==> config.mk <==
export PLATFORM = sky130hd
export DESIGN_NAME = spi_cmd_serializer
export DESIGN_NICKNAME = d
export VERILOG_FILES = /design/src/rtl/spi_cmd_serializer_pkg.sv /design/src/rtl/spi_tx_tick.sv /design/src/rtl/spi_cmd_serializer.sv
export SDC_FILE = /design/constraint.sdc
export NUM_CORES = 1
export LEC_CHECK = 0
export BUFFER_PORTS_ARGS = -buffer_cell sky130_fd_sc_hd__buf_2
export CAP_MARGIN = 10
export CORE_MARGIN = 4
export CORE_UTILIZATION = 45
export CTS_CLUSTER_DIAMETER = 50
export CTS_CLUSTER_SIZE = 40
export DETAILED_ROUTE_END_ITERATION = 8
export GPL_ROUTABILITY_DRIVEN = 1
export GPL_TIMING_DRIVEN = 1
export SLEW_MARGIN = 20
export SYNTH_ARGS = -nofsm -noshare
export SYNTH_HDL_FRONTEND = slang
export SYNTH_SLANG_ARGS = --single-unit
==> constraint.sdc <==
create_clock -name clk -period 2.8 [get_ports clk]
set_clock_uncertainty 0.1 [all_clocks]
set_input_delay 0.84 -clock clk [delete_from_list [all_inputs] [get_ports clk]]
set_output_delay 0.84 -clock clk [all_outputs]
set_load 0.01 [all_outputs]
==> src/rtl/spi_cmd_serializer_pkg.sv <==
// control_spi_pkg: shared types and sizing helpers for the control-group SPI command serializer.
package control_spi_pkg;
  localparam int CLK_DIV_MIN = 3;
  localparam int GAP_CYC_MIN = 3;
  typedef enum logic [2:0] {IDLE, SETUP, SHIFT, HOLD, GAP} state_t;
  function automatic int frame_w(input int opw, input int aw);
    return opw + 2 * aw;
  endfunction
  function automatic int clog2(input int v);
    int r;
    r = 0;
    while ((1 << r) < v) r++;
    return r;
  endfunction
endpackage

==> src/rtl/spi_tx_tick.sv <==
// spi_tx_tick: loadable down-counter that raises a one-cycle tick n clk cycles after load.
module spi_tx_tick #(
  parameter int W = 4
) (
  input  logic         clk,
  input  logic         rst_n,
  input  logic         load,
  input  logic [W-1:0] n,
  output logic         tick
);
  logic [W-1:0] r_cnt;
  logic         r_run;
  always_ff @(posedge clk or negedge rst_n)
    if (!rst_n) begin
      r_cnt <= '0;
      r_run <= 1'b0;
    end else if (load) begin
      r_cnt <= n - W'(1);
      r_run <= 1'b1;
    end else if (r_run) begin
      if (r_cnt == '0) r_run <= 1'b0;
      else r_cnt <= r_cnt - W'(1);
    end
  assign tick = r_run && r_cnt == '0;
endmodule

==> src/rtl/spi_cmd_serializer.sv <==
// spi_cmd_serializer: SPI mode-0 master sending {opcode,key_addr,text_addr} MSB first.
// Optional abort support is enabled by defining SPI_TX_ABORT_EN.
module spi_cmd_serializer
  import control_spi_pkg::*;
#(
  parameter int ADDRW   = 8,
  parameter int OPCODEW = 2,
  parameter int CLK_DIV = 4,
  parameter int GAP_CYC = 4
) (
  input  logic               clk,
  input  logic               rst_n,
  input  logic               valid_in,
  output logic               ready_out,
  input  logic [OPCODEW-1:0] opcode,
  input  logic [ADDRW-1:0]   key_addr,
  input  logic [ADDRW-1:0]   text_addr,
  output logic               spi_clk,
  output logic               cs_n,
  output logic               mosi,
  output logic               busy,
`ifdef SPI_TX_ABORT_EN
  input  logic               abort,
  output logic               aborted,
`endif
  output logic               done
);
  localparam int FRAME_W = frame_w(OPCODEW, ADDRW);
  localparam int DIV     = CLK_DIV < CLK_DIV_MIN ? CLK_DIV_MIN : CLK_DIV;
  localparam int GAPC    = GAP_CYC < GAP_CYC_MIN ? GAP_CYC_MIN : GAP_CYC;
  localparam int CNT_W   = clog2((DIV > GAPC ? DIV : GAPC) + 1);
  localparam int BIT_W   = clog2(FRAME_W);
  state_t             r_state;
  logic [FRAME_W-1:0] r_sh;
  logic [BIT_W-1:0]   r_bit;
  logic               w_tick, w_abort, w_load, w_last;
  logic [CNT_W-1:0]   w_n;
`ifdef SPI_TX_ABORT_EN
  logic               r_abt;
  assign w_abort = abort && (r_state == SETUP || r_state == SHIFT || r_state == HOLD);
`else
  assign w_abort = 1'b0;
`endif
  // One timer serves every phase; the gap length is loaded when entering GAP.
  assign w_load = (r_state == IDLE && valid_in) || w_abort || (w_tick && r_state != GAP);
  assign w_n    = (w_abort || r_state == HOLD) ? CNT_W'(GAPC) : CNT_W'(DIV);
  assign w_last = r_bit == BIT_W'(FRAME_W - 1);
  spi_tx_tick #(.W(CNT_W)) u_tick (
    .clk  (clk),
    .rst_n(rst_n),
    .load (w_load),
    .n    (w_n),
    .tick (w_tick)
  );
  always_ff @(posedge clk or negedge rst_n)
    if (!rst_n) begin
      r_state   <= IDLE;
      r_sh      <= '0;
      r_bit     <= '0;
      spi_clk   <= 1'b0;
      cs_n      <= 1'b1;
      mosi      <= 1'b0;
      ready_out <= 1'b1;
      busy      <= 1'b0;
      done      <= 1'b0;
`ifdef SPI_TX_ABORT_EN
      r_abt     <= 1'b0;
      aborted   <= 1'b0;
`endif
    end else begin
      done <= 1'b0;
`ifdef SPI_TX_ABORT_EN
      aborted <= 1'b0;
      if (w_abort) begin
        r_state <= GAP;
        spi_clk <= 1'b0;
        cs_n    <= 1'b1;
        mosi    <= 1'b0;
        r_abt   <= 1'b1;
      end else
`endif
      case (r_state)
        IDLE: if (valid_in) begin
          r_state   <= SETUP;
          r_sh      <= {opcode, key_addr, text_addr};
          r_bit     <= '0;
          spi_clk   <= 1'b0;
          cs_n      <= 1'b0;
          mosi      <= opcode[OPCODEW-1];
          busy      <= 1'b1;
          ready_out <= 1'b0;
        end
        SETUP: if (w_tick) begin
          r_state <= SHIFT;
          spi_clk <= 1'b1;
        end
        // The falling edge after the last bit keeps mosi; its low phase still belongs to SHIFT.
        SHIFT: if (w_tick) begin
          if (spi_clk) begin
            spi_clk <= 1'b0;
            if (!w_last) begin
              r_sh <= r_sh << 1;
              mosi <= r_sh[FRAME_W-2];
            end
          end else if (w_last) r_state <= HOLD;
          else begin
            spi_clk <= 1'b1;
            r_bit   <= r_bit + BIT_W'(1);
          end
        end
        HOLD: if (w_tick) begin
          r_state <= GAP;
          cs_n    <= 1'b1;
          mosi    <= 1'b0;
        end
        GAP: if (w_tick) begin
          r_state   <= IDLE;
          busy      <= 1'b0;
          ready_out <= 1'b1;
`ifdef SPI_TX_ABORT_EN
          done      <= !r_abt;
          aborted   <= r_abt;
          r_abt     <= 1'b0;
`else
          done      <= 1'b1;
`endif
        end
        default: r_state <= IDLE;
      endcase
    end
endmodule

======== Yosys cells after proc, flatten, opt, wreduce, memory -nomap -nowiden ========
Index checks and enable logic that the tools add are counted.
W data, S select, Z words.
storage, ports and cells
  register bits after elaboration ......... 35
  input bits .............................. 21
  output and inout bits ................... 6
  word-level logic and storage cells ...... 91
operators by class
  add/subtract/negate cells ............... 2
  equal/unequal tests ..................... 16
  multiplexer cells ....................... 42
  reductions and logical operators ........ 20
operator list
  cell                   number
  $mux W17               4
  $pmux W17 S2           1
  $mux W3                10
  $mux W5                4
  $ne A2 B2 Y1 const B   9
  $mux W1                16
  $pmux W3 S5            1
  $pmux W5 S2            1
  $reduce_and A5 Y1      2
  $reduce_bool A2 Y1     4
  $reduce_and A7 Y1      1
  $eq A3 B2 Y1 const B   2
  $logic_not A3 Y1       2
  $pmux W1 S2            3
  $pmux W1 S3            2
  $reduce_and A3 Y1      2
  $reduce_and A6 Y1      1
  $reduce_bool A3 Y1     2
  $add A5 B1 Y5 const B  1
  $eq A5 B5 Y1 const B   1
  $reduce_and A4 Y1      1
  $eq A3 B1 Y1 const B   1
  $eq A3 B3 Y1 const B   1
  $logic_and A1 B1 Y1    3
  other kinds (5)        5

======== Depth between registers and ports, before layout ========
  word-level depth ........................ 6
  mapped depth ............................ 8
  mapped depth without buffers ............ 6

======== By module ========
From an unflattened synthesis, not the netlist that was laid out.
second synthesis, totals
  cell total of the unflattened synthesis .. 208
  area total of the unflattened synthesis .. 1853.0 µm²
modules (own cells, without submodules)
  module              times used  cells each  area each (µm²)  seq. area each (µm²)
  spi_cmd_serializer  1           183         1616.6           778.2
  spi_tx_tick         1           25          236.5            100.1

======== Least setup slack after synthesis ========
No wires, ideal clock.
  path type ............................... in2reg
  from .................................... input valid_in
  to ...................................... register r_bit[0]
  library setup time ...................... 0.127 ns
  data arrival time ....................... 1.859 ns
  data required time ...................... 2.573 ns
  setup slack ............................. 0.714 ns
  stages .................................. 5
  buffers on the path ..................... 1
  cells stage by stage .................... or4b_4 buf_6 o21ai_2 nand2_2 mux2_1
between the ends
  cells in the longest elaborated chain, start to end .. 2
ends and longest elaborated chain
  what                         line                       text
  from (decl)                  spi_cmd_serializer.sv:13   input logic valid_in,
  $ne A2 B2 Y1 (no line)       n/a
  $reduce_and A5 Y1 (no line)  n/a
  to (signal assigned)         spi_cmd_serializer.sv:108  r_bit <= r_bit + BIT_W'(1);
  to (decl)                    spi_cmd_serializer.sv:35   logic [BIT_W-1:0] r_bit;
No other way between the ends.
A chain may end at the register's enable or synchronous reset.

======== Worst setup path in the final report ========
  from .................................... register r_state[1]
  to ...................................... register r_sh[2]
between the ends
  cells in the longest elaborated chain, start to end .. 3
  elaborated cells on any way between the ends .. 9
  classes of those cells .................. eq/ne: 5; mux: 1; reduce/logical: 3
ends and longest elaborated chain
  what                                                                 line                       text
  from (decl)                                                          spi_cmd_serializer.sv:33   state_t r_state;
  from (signal assigned)                                               spi_cmd_serializer.sv:57   r_state <= IDLE;
  from (signal assigned)                                               spi_cmd_serializer.sv:84   r_state <= SETUP;
  from (signal assigned)                                               spi_cmd_serializer.sv:94   r_state <= SHIFT;
  $eq A3 B2 Y1 / $logic_not A3 Y1 (equally long branches)              spi_cmd_serializer.sv:82   case (r_state)
  $ne A2 B2 Y1 (no line) / $reduce_bool A2 Y1 (equally long branches)  n/a
  $reduce_and A5 Y1 (no line)                                          n/a
  to (signal assigned)                                                 spi_cmd_serializer.sv:85   r_sh <= {opcode, key_addr, text_addr};
  to (signal assigned)                                                 spi_cmd_serializer.sv:102  r_sh <= r_sh << 1;
  to (decl)                                                            spi_cmd_serializer.sv:34   logic [FRAME_W-1:0] r_sh;
Parallel ways exist; a longest one is shown, timed or not.

==> metrics.csv <==
stage;metric;value;unit
global_route;antenna violations before repair;0;
floorplanning;FP Rows;23;
cts;Clk Latency, worst-skew pair;0.29;ns
cts;root buffer cell;clkbuf_8;
timing;f_max;447.8;MHz
layout;most common cell after layout, fill and taps aside;nand2_1;
layout;most frequent cells in the layout;65 x nand2_1, 33 x dfrtp_1, 26 x buf_2;
layout;Final nets;246;
logic_synthesis;Yosys reg bits;35;
setup_path;r2r startpoint;r_state[1];
layout;register area;878.3;µm²
global_route;grt met1 use;21.83;%
global_route;first-pass GRT wire length;6624;µm
timing;Final Max Tran Viols;0;
global_route;GR met2 Demand/Resource;24.70;%
logic_synthesis;Mean Syn Cell Area;10.03;µm²
layout;layout cells sized above 1;29.28;%
drt;first drt pass iteration count;4;
floorplanning;CORE AREA;0.004086;mm²
cts;CTS resizes;0;
power_and_ir_drop;Final Power;2.148;mW
cts;CTS Buf Count;5;
drt;Avg WL per Cell;14.09;µm
setup_path;peak fanout along the critical path;22;
logic_synthesis;number of library cell types mapped by synthesis;50;
floorplanning;Die Ht;73.76;µm
floorplanning;Initial Util;47.61;%
layout;# diodes;0;
global_route;met3 Usage GRT;2.873;%
layout;final instance area;0.002200;mm²
placed_design;port bufs;26;
logic_synthesis;share of Yosys cell area claimed by the top area cell type;42.44;%
timing;final worst path period share;79.76;%
logic_synthesis;post-synthesis instance total;194;
timing;final setup fails;0;
timing;setup TNS;0;ns
cts;Sink Count;35;
placed_design;gp weighted congestion;0.8663;
timing;Worst-Margin Slew;0.7768;ns
setup_path;WP buf/inv;1;
placed_design;area of placed instances;0.002100;mm²
drt;DRC Markers;0;
setup_path;worst path cell trace;or3b_4, a21oi_4, nor2_4, buf_4, mux2_4;
status;status;finished clean;
setup_path;nature of the critical path startpoint;register;
floorplanning;IO Count;27;
layout;Multi-input gate area;987.2;µm²
logic_synthesis;Syn Nets;219;
global_route;vias in the first global route;1449;
setup_path;r2r setup slk;0.57;ns
power_and_ir_drop;Leak Pwr;1.083;nW
setup_path;Setup crit end kind;register;
cts;H-tree depth;2;
logic_synthesis;synthesized area;0.001946;mm²
timing;Tmin final;2.233;ns
layout;area delta synth->final;13.05;%
setup_path;R2R cell count;5;
placed_design;HPWL after DPL;2650;µm
timing;Final Hold Viols;0;
setup_path;kind of critical path;reg2reg;
setup_path;worst r2r dst;r_sh[2];
global_route;largest net degree at the start of global routing;36;
setup_path;Critical Path Max Stage Delay;0.61;ns
logic_synthesis;most area-consuming cells after synthesis;dfrtp_1 42%, nand2_1 13%, mux2_4 7.7%;
power_and_ir_drop;Cell Pwr Density;976.6;mW/mm²
cts;clock slew at reported path FFs;0.07;ns
global_route;Congestion Overflow GR;0;
setup_path;CP Depth;5;
setup_path;slowest CP cell;dfrtp_1;
timing;unrepaired setup endpoints after global routing;false;
cts;CTS tree;done;
setup_path;crit path launch;r_state[1];
logic_synthesis;EDFF count, synth;0;
run;Max-Cap Viols;0;
logic_synthesis;register area share after synthesis;45.14;%
global_route;Global Route Usage Sum;15.79;%
logic_synthesis;ys flop type;dfrtp_1;
layout;Filler cells;374;
cts;Longest Clk Path Bufs;2;
power_and_ir_drop;Peak supply drop;0.0004139;V
cts;# hold bufs at CTS;0;
hold_path;Hold WC Path Type;reg2reg;
setup_path;CP top delay family;simple AND/OR/NAND/NOR gates;
logic_synthesis;fraction of registers with async set/reset;100.0;%
drt;DR vias/cell;5.283;
drt;vias;1437;
logic_synthesis;Synth area leader;dfrtp_1;
hold_path;hold_sp;ready_out;
floorplanning;Horiz. Die Dim;73.76;µm
drt;ANT nets after route;0;
setup_path;crit path capture;r_sh[2];
floorplanning;total die area;0.005440;mm²
setup_path;Worst EP arrival;2.31;ns
drt;initial DRC count;107;
drt;Detailed Route WL;3832;µm
timing;Worst slew margin;48.21;%
global_route;busiest grt layer;met2;
logic_synthesis;Synth warnings;0;
cts;postcts setup bufs;0;
setup_path;worst endpoint required time;2.87;ns
-- per-layer routing --
metal | wire (µm) | vias to the layer above | part of all wire, %
met3 | 166 | 7 | 4.3
li1 | - | 717 | -
met1 | 1793 | 680 | 47
met2 | 1822 | 33 | 48
met5 | 0 | - | 0
met4 | 51 | 0 | 1.3
-- state kept, by name, summed over array words and instances (netlist names), 3 cells and up --
register / count
r_sh: 17
r_bit: 5
r_state: 3
u_tick.r_cnt: 3
-- tightest hold or removal path, delay by kind of cell (launching register included) --
kind / cells / cell delay [ns]
flops: 1 / 0.37
simple gates: 2 / 0.10
-- logic make-up (layout without fill, tap and decap cells) --
kind of cell	count (synthesis)	count (layout)	share of synthesized area, %
simple gates	98	98	25.72
fa+ha+maj	4	4	2.572
compound gates	22	22	8.683
xor+xnor	2	2	0.9005
flops	35	35	45.14
mux	19	19	12.86
buf+inv	14	42	4.115
-- Yosys cell counts, types with 3 or more instances --
master and n:
buf_6 3, o211ai_1 3, nand2_1 65, inv_1 5
nand3_1 3, clkbuf_1 4, dfrtp_1 33, nor2_1 7
ha_1 4, nor3_1 3, o21ai_0 5, mux2_4 10
mux2_2 6
-- report_power, final --
part	internal (mW)	switching (mW)
clock	0.225	0.183
sequential	0.717	0.186
combinational	0.444	0.393
total	1.39	0.763
-- through the flow --
stage                     util [%]  std cells  setup WS (ns)  hold slack (ns)
final                        53.83        272         0.5667           0.3591
after floorplan                  -        194         0.7138           0.3645
after global placement       51.38        264         0.4260           0.3460
after CTS                    53.83        272         0.5533           0.3651
after global routing         53.83        272         0.4140           0.3911
after detailed placement     51.38        264         0.3695           0.3527
-- final cells by class --
type                    instances  area share, %
inverters                       5         0.8532
clock buffers                   8          4.551
flip-flops and latches         35          39.93
repair buffers                 29          6.940
multi-input cells             145          44.88
well taps                      50          2.844
-- worst min path at each step --
| stage | endpoint | slack (ns) | depth (start not counted) |
|---|---|---|---|
| final | ready_out | 0.36 | 2 |
| after global routing | ready_out | 0.39 | 2 |
| after CTS | ready_out | 0.37 | 2 |
| after detailed placement | ready_out | 0.35 | 2 |
| after global placement | ready_out | 0.35 | 2 |
| after floorplan | ready_out | 0.36 | 2 |
Note: power is estimated with default switching activity, not from simulation.
